## config.mk

```make
export PLATFORM = sky130hd
export DESIGN_NAME = spi_master_mcs
export DESIGN_NICKNAME = d
export VERILOG_FILES = /design/src/rtl/spi_pkg.sv /design/src/rtl/spi_fifo.sv /design/src/rtl/spi_master_mcs.sv
export SDC_FILE = /design/constraint.sdc
export NUM_CORES = 1
export LEC_CHECK = 0
export BUFFER_PORTS_ARGS = -buffer_cell sky130_fd_sc_hd__buf_2
export CAP_MARGIN = 5
export CORE_ASPECT_RATIO = 2
export CORE_MARGIN = 4
export CORE_UTILIZATION = 50
export CTS_CLUSTER_DIAMETER = 50
export CTS_CLUSTER_SIZE = 14
export DETAILED_ROUTE_END_ITERATION = 12
export PLACE_DENSITY = 0.76
export SLEW_MARGIN = 20
export SYNTH_ARGS = -nofsm -noshare
export SYNTH_HDL_FRONTEND = slang
export SYNTH_SLANG_ARGS = --single-unit
```

## constraint.sdc

```tcl
create_clock -name clk -period 10.67 [get_ports clk]
set_input_delay 1.6005 -clock clk [delete_from_list [all_inputs] [get_ports clk]]
set_output_delay 1.6005 -clock clk [all_outputs]
set_load 0.05 [all_outputs]
```

## src/rtl/spi_pkg.sv

```systemverilog
// Shared definitions for the SPI master: FSM encoding, configuration word layout,
// TX entry control-bit offsets and frame-length normalisation.
package spi_pkg;

  typedef enum logic [1:0] {
    ST_IDLE  = 2'd0,
    ST_SHIFT = 2'd1,
    ST_WAIT  = 2'd2,
    ST_STOP  = 2'd3
  } state_t;

  localparam int CFG_CPOL  = 0;
  localparam int CFG_CPHA  = 1;
  localparam int CFG_LSB   = 2;
  localparam int CFG_SS    = 3;
  localparam int CFG_SS_W  = 3;
  localparam int CFG_LEN   = 6;
  localparam int CFG_LEN_W = 6;
  localparam int CFG_DIV   = 12;

  // Control bits sit directly above the DW-bit data field of a TX entry.
  localparam int TX_START_OFS = 0;
  localparam int TX_STOP_OFS  = 1;
  localparam int TX_RXEN_OFS  = 2;

  function automatic logic [5:0] eff_len(input logic [5:0] len, input int dw);
    if (len == 6'd0 || int'(len) > dw) return 6'(dw);
    return len;
  endfunction

endpackage

```

## src/rtl/spi_fifo.sv

```systemverilog
// Synchronous show-ahead FIFO; a push into a full FIFO succeeds only alongside a pop.
module spi_fifo #(
  parameter int WIDTH = 8,
  parameter int DEPTH = 16
) (
  input  logic             clk,
  input  logic             rst,
  input  logic             wr,
  input  logic             rd,
  input  logic [WIDTH-1:0] din,
  output logic [WIDTH-1:0] dout,
  output logic             empty,
  output logic             full
);
  localparam int AW = $clog2(DEPTH);

  logic [WIDTH-1:0] mem [DEPTH];
  logic [AW:0]      wp;
  logic [AW:0]      rp;
  logic             do_wr;
  logic             do_rd;

  assign empty = (wp == rp);
  assign full  = (wp[AW] != rp[AW]) && (wp[AW-1:0] == rp[AW-1:0]);
  assign do_rd = rd && !empty;
  assign do_wr = wr && (!full || do_rd);
  assign dout  = mem[rp[AW-1:0]];

  always_ff @(posedge clk) begin
    if (rst) begin
      wp <= '0;
      rp <= '0;
    end else begin
      if (do_wr) wp <= wp + 1'b1;
      if (do_rd) rp <= rp + 1'b1;
    end
  end

  always_ff @(posedge clk) begin
    if (do_wr) mem[wp[AW-1:0]] <= din;
  end

endmodule

```

## src/rtl/spi_master_mcs.sv

```systemverilog
// SPI master with TX/RX FIFOs, per-entry start/stop framing, chained frames
// without SCK gaps, and a sticky RX overflow flag.
module spi_master_mcs
  import spi_pkg::*;
#(
  parameter int DW    = 8,
  parameter int DEPTH = 16,
  parameter int NSS   = 4,
  parameter int DIVW  = 8
) (
  input  logic             clk,
  input  logic             rst,
  input  logic             cfg_wr,
  input  logic [DIVW+12:0] cfg_din,
  input  logic             tx_wr,
  input  logic [DW+2:0]    tx_din,
  input  logic             rx_rd,
  output logic [DW:0]      rx_dout,
  output logic             ack,
  output logic             busy,
  output logic             tx_full,
  output logic             rx_empty,
  output logic             rx_ovf,
  output logic             spi_sck,
  output logic             spi_mosi,
  output logic [NSS-1:0]   spi_ss_n,
  input  logic             spi_miso
);
  state_t            state, state_nx;
  logic              cpol, cpha, lsb_first;
  logic [2:0]        ss_sel;
  logic [5:0]        len, len_e, bit_cnt;
  logic [DIVW-1:0]   div, div_cnt;
  logic              half, sck_q, mosi_q, cur_stop, cur_rxen, cur_bit;
  logic [DW-1:0]     sh, rx_sh, rx_nx, load_sh, rx_head;
  logic [DW+2:0]     tx_head;
  logic              tx_empty, tx_push, tx_pop, rx_full, rx_push;
  logic              bnd, lead_edge, trail_edge, frame_end, sample, load, discard;
  logic              unused_cfg;

  function automatic logic [DW-1:0] shift_out(input logic [DW-1:0] v, input logic lsb);
    return lsb ? {1'b0, v[DW-1:1]} : {v[DW-2:0], 1'b0};
  endfunction

  assign unused_cfg = cfg_din[DIVW+12];
  assign len_e      = eff_len(len, DW);
  assign bnd        = busy && (div_cnt == div);
  assign lead_edge  = (state == ST_SHIFT) && bnd && !half;
  assign trail_edge = (state == ST_SHIFT) && bnd && half;
  assign frame_end  = trail_edge && (bit_cnt == len_e - 6'd1);
  assign sample     = cpha ? trail_edge : lead_edge;
  assign cur_bit    = lsb_first ? sh[0] : sh[DW-1];
  assign load_sh    = lsb_first ? tx_head[DW-1:0] : (tx_head[DW-1:0] << (DW - int'(len_e)));
  assign tx_push    = tx_wr && !tx_full;
  assign tx_pop     = load || discard;
  assign rx_push    = frame_end && cur_rxen;

  spi_fifo #(.WIDTH(DW+3), .DEPTH(DEPTH)) u_tx_fifo (
    .clk(clk), .rst(rst), .wr(tx_push), .rd(tx_pop), .din(tx_din),
    .dout(tx_head), .empty(tx_empty), .full(tx_full)
  );

  spi_fifo #(.WIDTH(DW), .DEPTH(DEPTH)) u_rx_fifo (
    .clk(clk), .rst(rst), .wr(rx_push), .rd(rx_rd), .din(rx_nx),
    .dout(rx_head), .empty(rx_empty), .full(rx_full)
  );

  always_ff @(posedge clk) begin
    if (rst) state <= ST_IDLE;
    else     state <= state_nx;
  end

  always_comb begin
    state_nx = state;
    load     = 1'b0;
    discard  = 1'b0;
    case (state)
      ST_IDLE:
        if (!tx_empty) begin
          if (tx_head[DW+TX_START_OFS]) begin
            load     = 1'b1;
            state_nx = ST_SHIFT;
          end else begin
            discard = 1'b1;
          end
        end
      ST_SHIFT:
        if (frame_end) begin
          if (cur_stop)       state_nx = ST_STOP;
          else if (!tx_empty) load     = 1'b1;
          else                state_nx = ST_WAIT;
        end
      ST_WAIT:
        if (bnd && !tx_empty) begin
          load     = 1'b1;
          state_nx = ST_SHIFT;
        end
      ST_STOP:
        if (bnd) state_nx = ST_IDLE;
      default: state_nx = ST_IDLE;
    endcase
  end

  always_comb begin
    busy     = (state != ST_IDLE);
    spi_sck  = sck_q;
    spi_mosi = mosi_q;
    for (int i = 0; i < NSS; i++) spi_ss_n[i] = !(busy && (ss_sel == 3'(i)));
  end

  always_comb begin
    rx_nx = rx_sh;
    if (sample) begin
      if (lsb_first) begin
        for (int i = 0; i < DW; i++) if (6'(i) == bit_cnt) rx_nx[i] = spi_miso;
      end else begin
        rx_nx = {rx_sh[DW-2:0], spi_miso};
      end
    end
  end

  // Configuration is frozen while a transfer is in progress.
  always_ff @(posedge clk) begin
    if (rst) begin
      cpol <= 1'b0; cpha <= 1'b0; lsb_first <= 1'b0;
      ss_sel <= '0; len <= '0; div <= '0;
    end else if (cfg_wr && !busy) begin
      cpol      <= cfg_din[CFG_CPOL];
      cpha      <= cfg_din[CFG_CPHA];
      lsb_first <= cfg_din[CFG_LSB];
      ss_sel    <= cfg_din[CFG_SS +: CFG_SS_W];
      len       <= cfg_din[CFG_LEN +: CFG_LEN_W];
      div       <= cfg_din[CFG_DIV +: DIVW];
    end
  end

  always_ff @(posedge clk) begin
    if (rst) begin
      div_cnt <= '0; half <= 1'b0; bit_cnt <= '0;
      sck_q <= 1'b0; mosi_q <= 1'b0;
    end else begin
      div_cnt <= (!busy || bnd) ? '0 : div_cnt + 1'b1;
      if (state == ST_SHIFT && bnd) sck_q <= ~sck_q;
      else if (state != ST_SHIFT)   sck_q <= cpol;
      if (lead_edge)       half <= 1'b1;
      else if (trail_edge) half <= 1'b0;
      if (trail_edge) bit_cnt <= bit_cnt + 6'd1;
      if (cpha ? lead_edge : (trail_edge && !frame_end)) mosi_q <= cur_bit;
      // A new entry restarts the bit count; with CPHA=0 its first bit drives MOSI immediately.
      if (load) begin
        bit_cnt <= '0;
        half    <= 1'b0;
        if (!cpha) mosi_q <= lsb_first ? load_sh[0] : load_sh[DW-1];
      end
    end
  end

  always_ff @(posedge clk) begin
    rx_sh <= rx_nx;
    if (cpha ? lead_edge : trail_edge) sh <= shift_out(sh, lsb_first);
    if (load) begin
      sh       <= cpha ? load_sh : shift_out(load_sh, lsb_first);
      rx_sh    <= '0;
      cur_stop <= tx_head[DW+TX_STOP_OFS];
      cur_rxen <= tx_head[DW+TX_RXEN_OFS];
    end
  end

  always_ff @(posedge clk) begin
    if (rst) begin
      rx_ovf  <= 1'b0;
      ack     <= 1'b0;
      rx_dout <= {1'b1, {DW{1'b0}}};
    end else begin
      if (cfg_wr)                           rx_ovf <= 1'b0;
      else if (rx_push && rx_full && !rx_rd) rx_ovf <= 1'b1;
      ack     <= cfg_wr || tx_push || rx_rd;
      rx_dout <= (rx_rd && !rx_empty) ? {1'b0, rx_head} : {1'b1, {DW{1'b0}}};
    end
  end

endmodule

```

==> results of run 1 <==
## kinds of logic after synthesis
kind of cell,after synthesis,share of synthesized area
flops,400,0.6710
simple gates,314,0.09117
compound gates,124,0.05150
mux,101,0.1257
buf+inv,76,0.02093
xor+xnor,51,0.02688
fa+ha+maj,17,0.01280
## worst max-delay path: stages, from the launching register on
cell and delay (ps):
dfxtp_1 340, nor3_2 230, and2_1 510, inv_2 160, ha_1 530, xnor2_1 200, or3_1 360, a31oi_4 220
o211a_1 250, and3b_1 400, nand2_1 200, nor2_1 640
## layout make-up
| class | instances | area share |
|---|---|---|
| Sequential cell | 400 | 0.6042 |
| Tap cell | 432 | 0.02928 |
| Timing Repair Buffer | 82 | 0.02575 |
| Inverter | 17 | 0.003456 |
| Clock buffer | 60 | 0.05537 |
| Multi-Input combinational cell | 607 | 0.2796 |
| Clock inverter | 4 | 0.002304 |
## sequential cells by signal, indices dropped and copies added, names as in the netlist, 2 cells and up, named ones only
name / flops
u_rx_fifo.mem: 128
state: 2
div: 8
div_cnt: 8
u_tx_fifo.mem: 176
len: 6
rx_sh: 8
u_rx_fifo.wp: 5
sh: 8
u_tx_fifo.rp: 5
ss_sel: 3
u_rx_fifo.rp: 5
bit_cnt: 6
u_tx_fifo.wp: 5
rx_dout: 9
## power breakdown
part           internal [W]  total (W)  switching (W)
logic              0.000287   0.000774       0.000487
clock network      0.000659    0.00119       0.000529
registers           0.00185    0.00190      0.0000536
total               0.00279    0.00386        0.00107
## final timing paths
| kind | start | endpoint | slack [ps] | cells past startpoint |
|---|---|---|---|---|
| hold / removal | cpol | cpol | 470 | 2 |
| setup reg to reg | len[5] | u_rx_fifo.mem[6][4] | 6260 | 11 |
| setup / recovery | len[5] | u_rx_fifo.mem[6][4] | 6260 | 11 |
| hold reg to reg | cpol | cpol | 470 | 2 |
## layout by cell type, fill, tap and decap left out, types with 10 or more instances in the layout
cell type / Yosys / layout
mux4_2: 86 / 86
a22oi_1: 10 / 10
dfxtp_1: 86 / 83
nor3_1: 19 / 13
clkbuf_1: 38 / 22
mux2i_1: 13 / 13
inv_1: 16 / 16
ha_1: 17 / 17
edfxtp_1: 314 / 314
nand3_1: 23 / 23
nor2b_1: 23 / 18
xor2_1: 21 / 21
o22ai_1: 10 / 10
o21ai_0: 20 / 20
a21oi_1: 34 / 34
buf_2: 8 / 56
clkbuf_16: 0 / 37
a31oi_1: 10 / 10
buf_4: 2 / 26
nand4_1: 14 / 14
nand2_1: 93 / 93
nor2_1: 83 / 83
nand2b_1: 13 / 13
xnor2_1: 30 / 30
## stage by stage
| stage | worst slack [ps] | power (W) | util | cell area [µm²] |
|---|---|---|---|---|
| after floorplan | 7215 | 0.002498 | - | 16620 |
| after global placement | 6067 | 0.002681 | 0.5295 | 17370 |
| after detailed placement | 5964 | 0.002705 | 0.5297 | 17380 |
| after CTS | 5932 | 0.003888 | 0.5622 | 18450 |
| after global routing | 5975 | 0.004037 | 0.5626 | 18460 |
| final | 6256 | 0.003864 | 0.5626 | 18460 |
## per-layer routing
| layer | global-route usage | vias up | wire (µm) | part of all wire |
|---|---|---|---|---|
| met1 | 0.1955 | 4678 | 11280 | 0.32 |
| met3 | 0.02475 | 78 | 1258 | 0.036 |
| met5 | 0 | - | 0 | 0 |
| met4 | 0.08774 | 0 | 1605 | 0.046 |
| met2 | 0.3989 | 240 | 20980 | 0.60 |
| li1 | - | 4257 | - | - |
==> results.py, run 1 <==
metrics = {
    "sta": {
        "period_minus_slack_ps": 4414,
        "setup_viol": 0,
        "tns_ps": 0,
        "whs_ps": 469.8,
        "slew_viol_final": 0,
        "fin_crit_sh": 0.4137,
        "finalHoldViolations": 0,
        "clock_skew_ps": 25.09,
        "fmax_mhz": 226.6,
        "worstMarginPinSlew_ps": 1026,
        "worst_slew_margin_rel": 0.3144,
        "rsz0062_at_grt": "false",
    },
    "global_route": {
        "grt_pass1_wl_um": 54540,
        "grt_pass1_vias": 9724,
        "grt_max_degree": 53,
        "grt_antenna_before_repair": 1,
        "grt_overflow_total": 0,
        "groute.usage.overall": 0.1987,
    },
    "clock_tree": {
        "htreeDepth": 2,
        "cts_buffer_depth": 3,
        "cts_tree": "built",
        "clkLatencyLatePin_ps": 530,
        "ctsHoldBuffers": 0,
        "root_buffer": "clkbuf_16",
        "cts_setup_buffers": 0,
        "cts.sinks": 400,
        "cts_buffers": 35,
        "cts_resized": 0,
        "clk_pin_slew_ps": 70,
    },
    "synth": {
        "synth_area_leaders": "edfxtp_1, mux4_2, dfxtp_1",
        "yosysMostFrequentCell": "edfxtp_1",
        "ys_seq_elements": 400,
        "avgSynthCellArea_um2": 15.34,
        "yosysSeqAreaShare": 0.6710,
        "synth.distinct_cells": 69,
        "yosys.area.top_type": "edfxtp_1",
        "netlist_area_um2": 16620,
        "yosys_warnings": 0,
        "synth_edf_count": 314,
        "async_flop_share": 0,
        "synth_top_area_frac": 0.5674,
        "synthFlopType": "edfxtp_1",
        "synth_common_cells": "edfxtp_1, nand2_1, dfxtp_1, mux4_2, nor2_1",
        "syn_nets": 1138,
        "synthCells": 1083,
    },
    "routing": {
        "routedWlPerCell_um": 21.92,
        "drt_iter0_markers": 490,
        "drc": 0,
        "firstDrtPassIters": 5,
        "ant_nets": 0,
        "drt_wl_total_um": 35120,
        "vias": 9253,
        "drt-vias-per-instance": 5.776,
    },
    "floorplanning": {
        "num_rows": 94,
        "io_pins": 58,
        "die_w_um": 136.9,
        "die_y_um": 265.8,
        "initial_core_util": 0.5064,
        "core-area_um2": 32810,
        "die_area_um2": 36390,
    },
    "critical_path": {
        "worstSetupEndpointType": "register",
        "crit_fanout": 15,
        "cp_data_arrival_time_ps": 4570,
        "worst_ep_required_time_ps": 10820,
        "critical_path_class": "reg -> reg",
        "cp-start-kind": "register",
    },
    "placement": {
        "place_inst": 1538,
        "port_buffers": 56,
        "gp_congestion": 0.8666,
        "dpl.hpwl_um": 24320,
    },
    "layout": {
        "nets": 1198,
        "fillers": 2490,
        "drive_gt1_frac": 0.2068,
        "seq_area_um2": 11150,
        "stdcell_count": 1602,
        "multi_input_area_um2": 5162,
        "area_growth_pct": 11.09,
        "n_antenna_cell": 0,
    },
    "pwr": {
        "powerDensity_nw_per_um2": 209.3,
        "peakVddDrop_mv": 0.1691,
        "p_leak_nw": 5.989,
    },
    "flow_run": {
        "drv_cap": 0,
    },
    "min_path": {
        "hold_class": "reg -> reg",
    },
    "outcome": {
        "status": "completed",
    },
}
No activity file was read; power rests on OpenSTA's default activity.
==> run 2: changes to the inputs <==
clock period = 4.1 ns   (was 10.67 ns; I/O delays follow)
==> results.py, run 2 (same netlist as run 1, synthesis figures left out) <==
metrics = {
    "layout": {
        "nets": 1229,
        "n_antenna_cell": 0,
        "largest_reg_flops": 176,
        "layout_commonest_cell": "edfxtp_1",
        "drive_gt1_frac": 0.2210,
        "multi_input_area_um2": 5140,
        "layout_common_cells": "edfxtp_1, nand2_1, mux4_2",
        "area_growth_pct": 12.11,
        "seq_area_um2": 11150,
        "fillers": 2475,
    },
    "critical_path": {
        "worst_ep_required_time_ps": 4330,
        "worstSetupEndpointType": "register",
        "crit_fanout": 7,
        "crit_top_cell": "nand2_1",
        "cp_data_arrival_time_ps": 3700,
        "crit_chain": "nor3_2, and2_1, inv_2, ha_1, nand2_1, or4b_2, a21oi_2, o211a_1, and3b_1, nand2_1, nor2_1, buf_4",
        "critical-path-max-stage-delay_ps": 660,
        "path_delay_family": "simple AND/OR/NAND/NOR gates",
        "critical_path_class": "reg -> reg",
        "cp_slowest_cell": "or4b_2",
        "cp-start-kind": "register",
        "crit_buf_inv": 2,
    },
    "sta": {
        "clock_skew_ps": 29.44,
        "finalHoldViolations": 0,
        "period_minus_slack_ps": 3469,
        "worstMarginPinSlew_ps": 972.0,
        "setup_viol": 0,
        "worst_slew_margin_rel": 0.3511,
        "tns_ps": 0,
        "rsz0062_at_grt": "false",
        "fin_crit_sh": 0.8461,
        "whs_ps": 336.6,
        "slew_viol_final": 0,
        "fmax_mhz": 288.3,
    },
    "global_route": {
        "grt_antenna_before_repair": 0,
        "groute.usage.overall": 0.2030,
        "grt_max_degree": 33,
        "grt_overflow_total": 0,
        "grt_pass1_wl_um": 55400,
        "grt_pass1_vias": 9769,
    },
    "floorplanning": {
        "core-area_um2": 32810,
        "initial_core_util": 0.5064,
        "die_area_um2": 36390,
        "io_pins": 58,
        "num_rows": 94,
        "die_y_um": 265.8,
        "die_w_um": 136.9,
    },
    "flow_run": {
        "drv_cap": 0,
    },
    "pwr": {
        "p_leak_nw": 6.117,
        "p_switching_w": 0.002813,
        "intPower_w": 0.007281,
        "peakVddDrop_mv": 0.5021,
        "powerDensity_nw_per_um2": 541.8,
        "combPwrFrac": 0.207,
        "clkPwrFrac": 0.300,
        "p_seq_frac": 0.494,
        "power_w": 0.01009,
        "switching_share": 0.2787,
    },
    "placement": {
        "gp_congestion": 0.8999,
        "port_buffers": 56,
        "dpl.hpwl_um": 26030,
    },
    "clock_tree": {
        "htreeDepth": 2,
        "cts_tree": "built",
        "cts.sinks": 400,
        "cts_setup_buffers": 0,
        "clk_pin_slew_ps": 70,
        "cts_buffers": 35,
        "ctsHoldBuffers": 0,
        "clkLatencyLatePin_ps": 530,
        "cts_resized": 0,
        "root_buffer": "clkbuf_16",
        "cts_buffer_depth": 3,
    },
    "routing": {
        "firstDrtPassIters": 5,
        "vias": 9378,
        "drc": 0,
        "ant_nets": 0,
        "drt_wl_total_um": 35960,
        "routedWlPerCell_um": 22.05,
        "drt_iter0_markers": 521,
        "drt-vias-per-instance": 5.750,
    },
    "outcome": {
        "status": "completed",
    },
    "min_path": {
        "hold_class": "in -> reg",
    },
}
[run 2: power groups by stage]
stage	Sequential, W	Combinational (W)	Clock, W
after CTS	0.00499	0.00210	0.00309
final	0.00499	0.00209	0.00302
after detailed placement	0.00508	0.00209	0
after global placement	0.00507	0.00204	0
after floorplan	0.00499	0.00151	0
after global routing	0.00501	0.00228	0.00323
[run 2: area by class of cell]
cell class              instances  share of cell area
well taps                     432             0.02901
clock buffers                  57             0.05258
inverters                      17            0.003425
clock inverters                 5            0.001746
repair buffers                113             0.03868
multi-input cells             607              0.2759
flip-flops and latches        400              0.5987
[run 2: layer usage]
layer,global-route usage,routed length (µm)
met1,0.1947,11380
met2,0.4138,21740
met3,0.02324,1112
met4,0.09017,1722
met5,0,0
[run 2: path summary, 6_finish.rpt]
kind / from / end / slack [ps] / cells past startpoint
worst min-delay path: cfg_din[17] / div[5] / 340 / 3
worst min register to register: cpol / cpol / 460 / 2
worst max register to register: len[5] / u_rx_fifo.mem[10][3] / 630 / 12
worst max-delay path: len[5] / u_rx_fifo.mem[10][3] / 630 / 12
[run 2: worst min-delay path, stage by stage]
cell and delay [ps]:
buf_2 100, nand2_1 40, a21oi_1 50
[run 2: through the flow]
step / setup slack, ps / cells / util / area, µm²
2_1_floorplan: 645.2 / 1083 / - / 16620
3_3_place_gp: 717.4 / 1569 / 0.5369 / 17620
3_5_place_dp: 632.0 / 1569 / 0.5369 / 17620
4_1_cts: 625.0 / 1631 / 0.5678 / 18630
5_1_grt: 373.4 / 1631 / 0.5678 / 18630
6_report: 631.0 / 1631 / 0.5678 / 18630
==> run 3: changes to the inputs <==
clock period = 3.3 ns   (was 4.1 ns; I/O delays follow)
==> results.py, run 3 (same netlist as run 1, synthesis figures left out) <==
metrics = {
    "outcome": {
        "status": "completed",
    },
    "critical_path": {
        "reg2reg_to": "u_rx_fifo.mem[1][1]",
        "worst_ep_required_time_ps": 3520,
        "cp_data_arrival_time_ps": 3390,
        "crit_fanout": 8,
        "cp-start-kind": "register",
        "critical_path_class": "reg -> reg",
        "rrSetupSlack_ps": 120,
        "reg2reg_depth": 12,
        "rr_startpoint": "len[5]",
        "worstSetupEndpointType": "register",
    },
    "clock_tree": {
        "root_buffer": "clkbuf_16",
        "clk_pin_slew_ps": 70,
        "ctsHoldBuffers": 0,
        "htreeDepth": 2,
        "cts.sinks": 400,
        "cts_buffers": 35,
        "cts_tree": "built",
        "cts_buffer_depth": 3,
        "clkLatencyLatePin_ps": 530,
    },
    "sta": {
        "finalHoldViolations": 0,
        "rsz0062_at_grt": "true",
        "fin_crit_sh": 0.9625,
        "worstMarginPinSlew_ps": 798.4,
        "clock_skew_ps": 31.33,
        "period_minus_slack_ps": 3176,
        "whs_ps": 196.9,
        "setup_viol": 0,
        "fmax_mhz": 314.8,
        "worst_slack_ps": 123.6,
        "worst_slew_margin_rel": 0.4677,
        "slew_viol_final": 0,
    },
    "pwr": {
        "peakVddDrop_mv": 0.4815,
        "powerDensity_nw_per_um2": 680.6,
        "p_leak_nw": 6.247,
    },
    "placement": {
        "preCtsSetupSlack_ps": 42.58,
        "dpl.hpwl_um": 25530,
        "port_buffers": 56,
        "gp_congestion": 0.8943,
        "place_inst": 1580,
        "placed_area_um2": 17740,
    },
    "layout": {
        "area_growth_pct": 13.70,
        "n_antenna_cell": 0,
        "final_area_um2": 18890,
        "stdcell_count": 1640,
        "largest_reg_flops": 176,
        "drive_gt1_frac": 0.2392,
        "fillers": 2451,
        "layout_common_cells": "edfxtp_1, nand2_1, mux4_2",
        "fin_util": 0.5758,
        "nets": 1243,
        "layout_commonest_cell": "edfxtp_1",
    },
    "flow_run": {
        "drv_cap": 0,
    },
    "floorplanning": {
        "die_w_um": 136.9,
        "initial_core_util": 0.5064,
        "core-area_um2": 32810,
        "io_pins": 58,
        "die_area_um2": 36390,
        "num_rows": 94,
        "die_y_um": 265.8,
    },
    "routing": {
        "drt_wl_total_um": 35570,
        "vias": 9357,
        "ant_nets": 0,
        "firstDrtPassIters": 6,
        "drt-vias-per-instance": 5.705,
        "drc": 0,
        "routedWlPerCell_um": 21.69,
        "drt_iter0_markers": 517,
    },
    "min_path": {
        "min_to": "div[1]",
        "hold_class": "in -> reg",
        "min_path_cells": 3,
        "hold_path.startpoint": "cfg_din[13]",
    },
    "global_route": {
        "groute.usage.overall": 0.1980,
        "grt_pass1_vias": 9845,
        "grt_overflow_total": 0,
        "grt_max_degree": 33,
        "grt_antenna_before_repair": 0,
        "grt_pass1_wl_um": 54680,
    },
}
==> run 3: cell type report <==
class | instances | area, µm² | area share
Clock buffer | 51 | 957.2 | 0.05066
Clock inverter | 6 | 100.1 | 0.005298
Inverter | 17 | 63.81 | 0.003377
Multi-Input combinational cell | 607 | 5191 | 0.2747
Sequential cell | 400 | 11160 | 0.5907
Tap cell | 432 | 540.5 | 0.02861
Timing Repair Buffer | 127 | 880.8 | 0.04662
==> run 3: repair_timing <==
item	in CTS	in global routing
buffers inserted	0	2
resized for setup	0	13
setup endpoints to repair	0	138
==> run 3: metrics by stage <==
| stage | power [W] | setup TNS (ps) |
|---|---|---|
| after floorplan | 0.008081 | -4738 |
| final | 0.01286 | 0 |
| after CTS | 0.01283 | 0 |
| after detailed placement | 0.008948 | 0 |
| after global routing | 0.01338 | -1072 |
| after global placement | 0.008860 | 0 |
==> run 3: critical path, cell delays in order, from the launching register on <==
cell and delay (ps):
dfxtp_2 380, nor3_4 60, and2_1 170, inv_2 60
ha_1 190, nand2_1 80, or4b_2 690, a21oi_4 230
o211a_1 220, and3b_2 270, nand2_1 160, nor3_2 140
buf_4 210
==> run 3: worst max-delay path by stage <==
stage	cells after the start	end	slack (ps)	start
after detailed placement	12	u_rx_fifo.mem[1][4]	40	len[5]
after CTS	12	u_rx_fifo.mem[0][2]	6	len[5]
after floorplan	13	u_rx_fifo.mem[0][0]	-150	len[5]
after global placement	12	u_rx_fifo.mem[2][3]	110	len[5]
after global routing	12	u_rx_fifo.mem[5][0]	-50	len[5]
final	12	u_rx_fifo.mem[1][1]	120	len[5]
==> run 3: power breakdown <==
group | internal [W] | switching (W)
combinational | 0.00115 | 0.00162
sequential | 0.00597 | 0.000226
clock | 0.00218 | 0.00172
==> run 3: routing by layer <==
metal	track usage	wire, µm	vias to the layer above	share of wire
met4	0.08153	1661	0	0.047
li1	-	-	4358	-
met2	0.4069	21590	202	0.61
met1	0.1889	11410	4704	0.32
met3	0.02400	910	93	0.026
met5	0	0	-	0
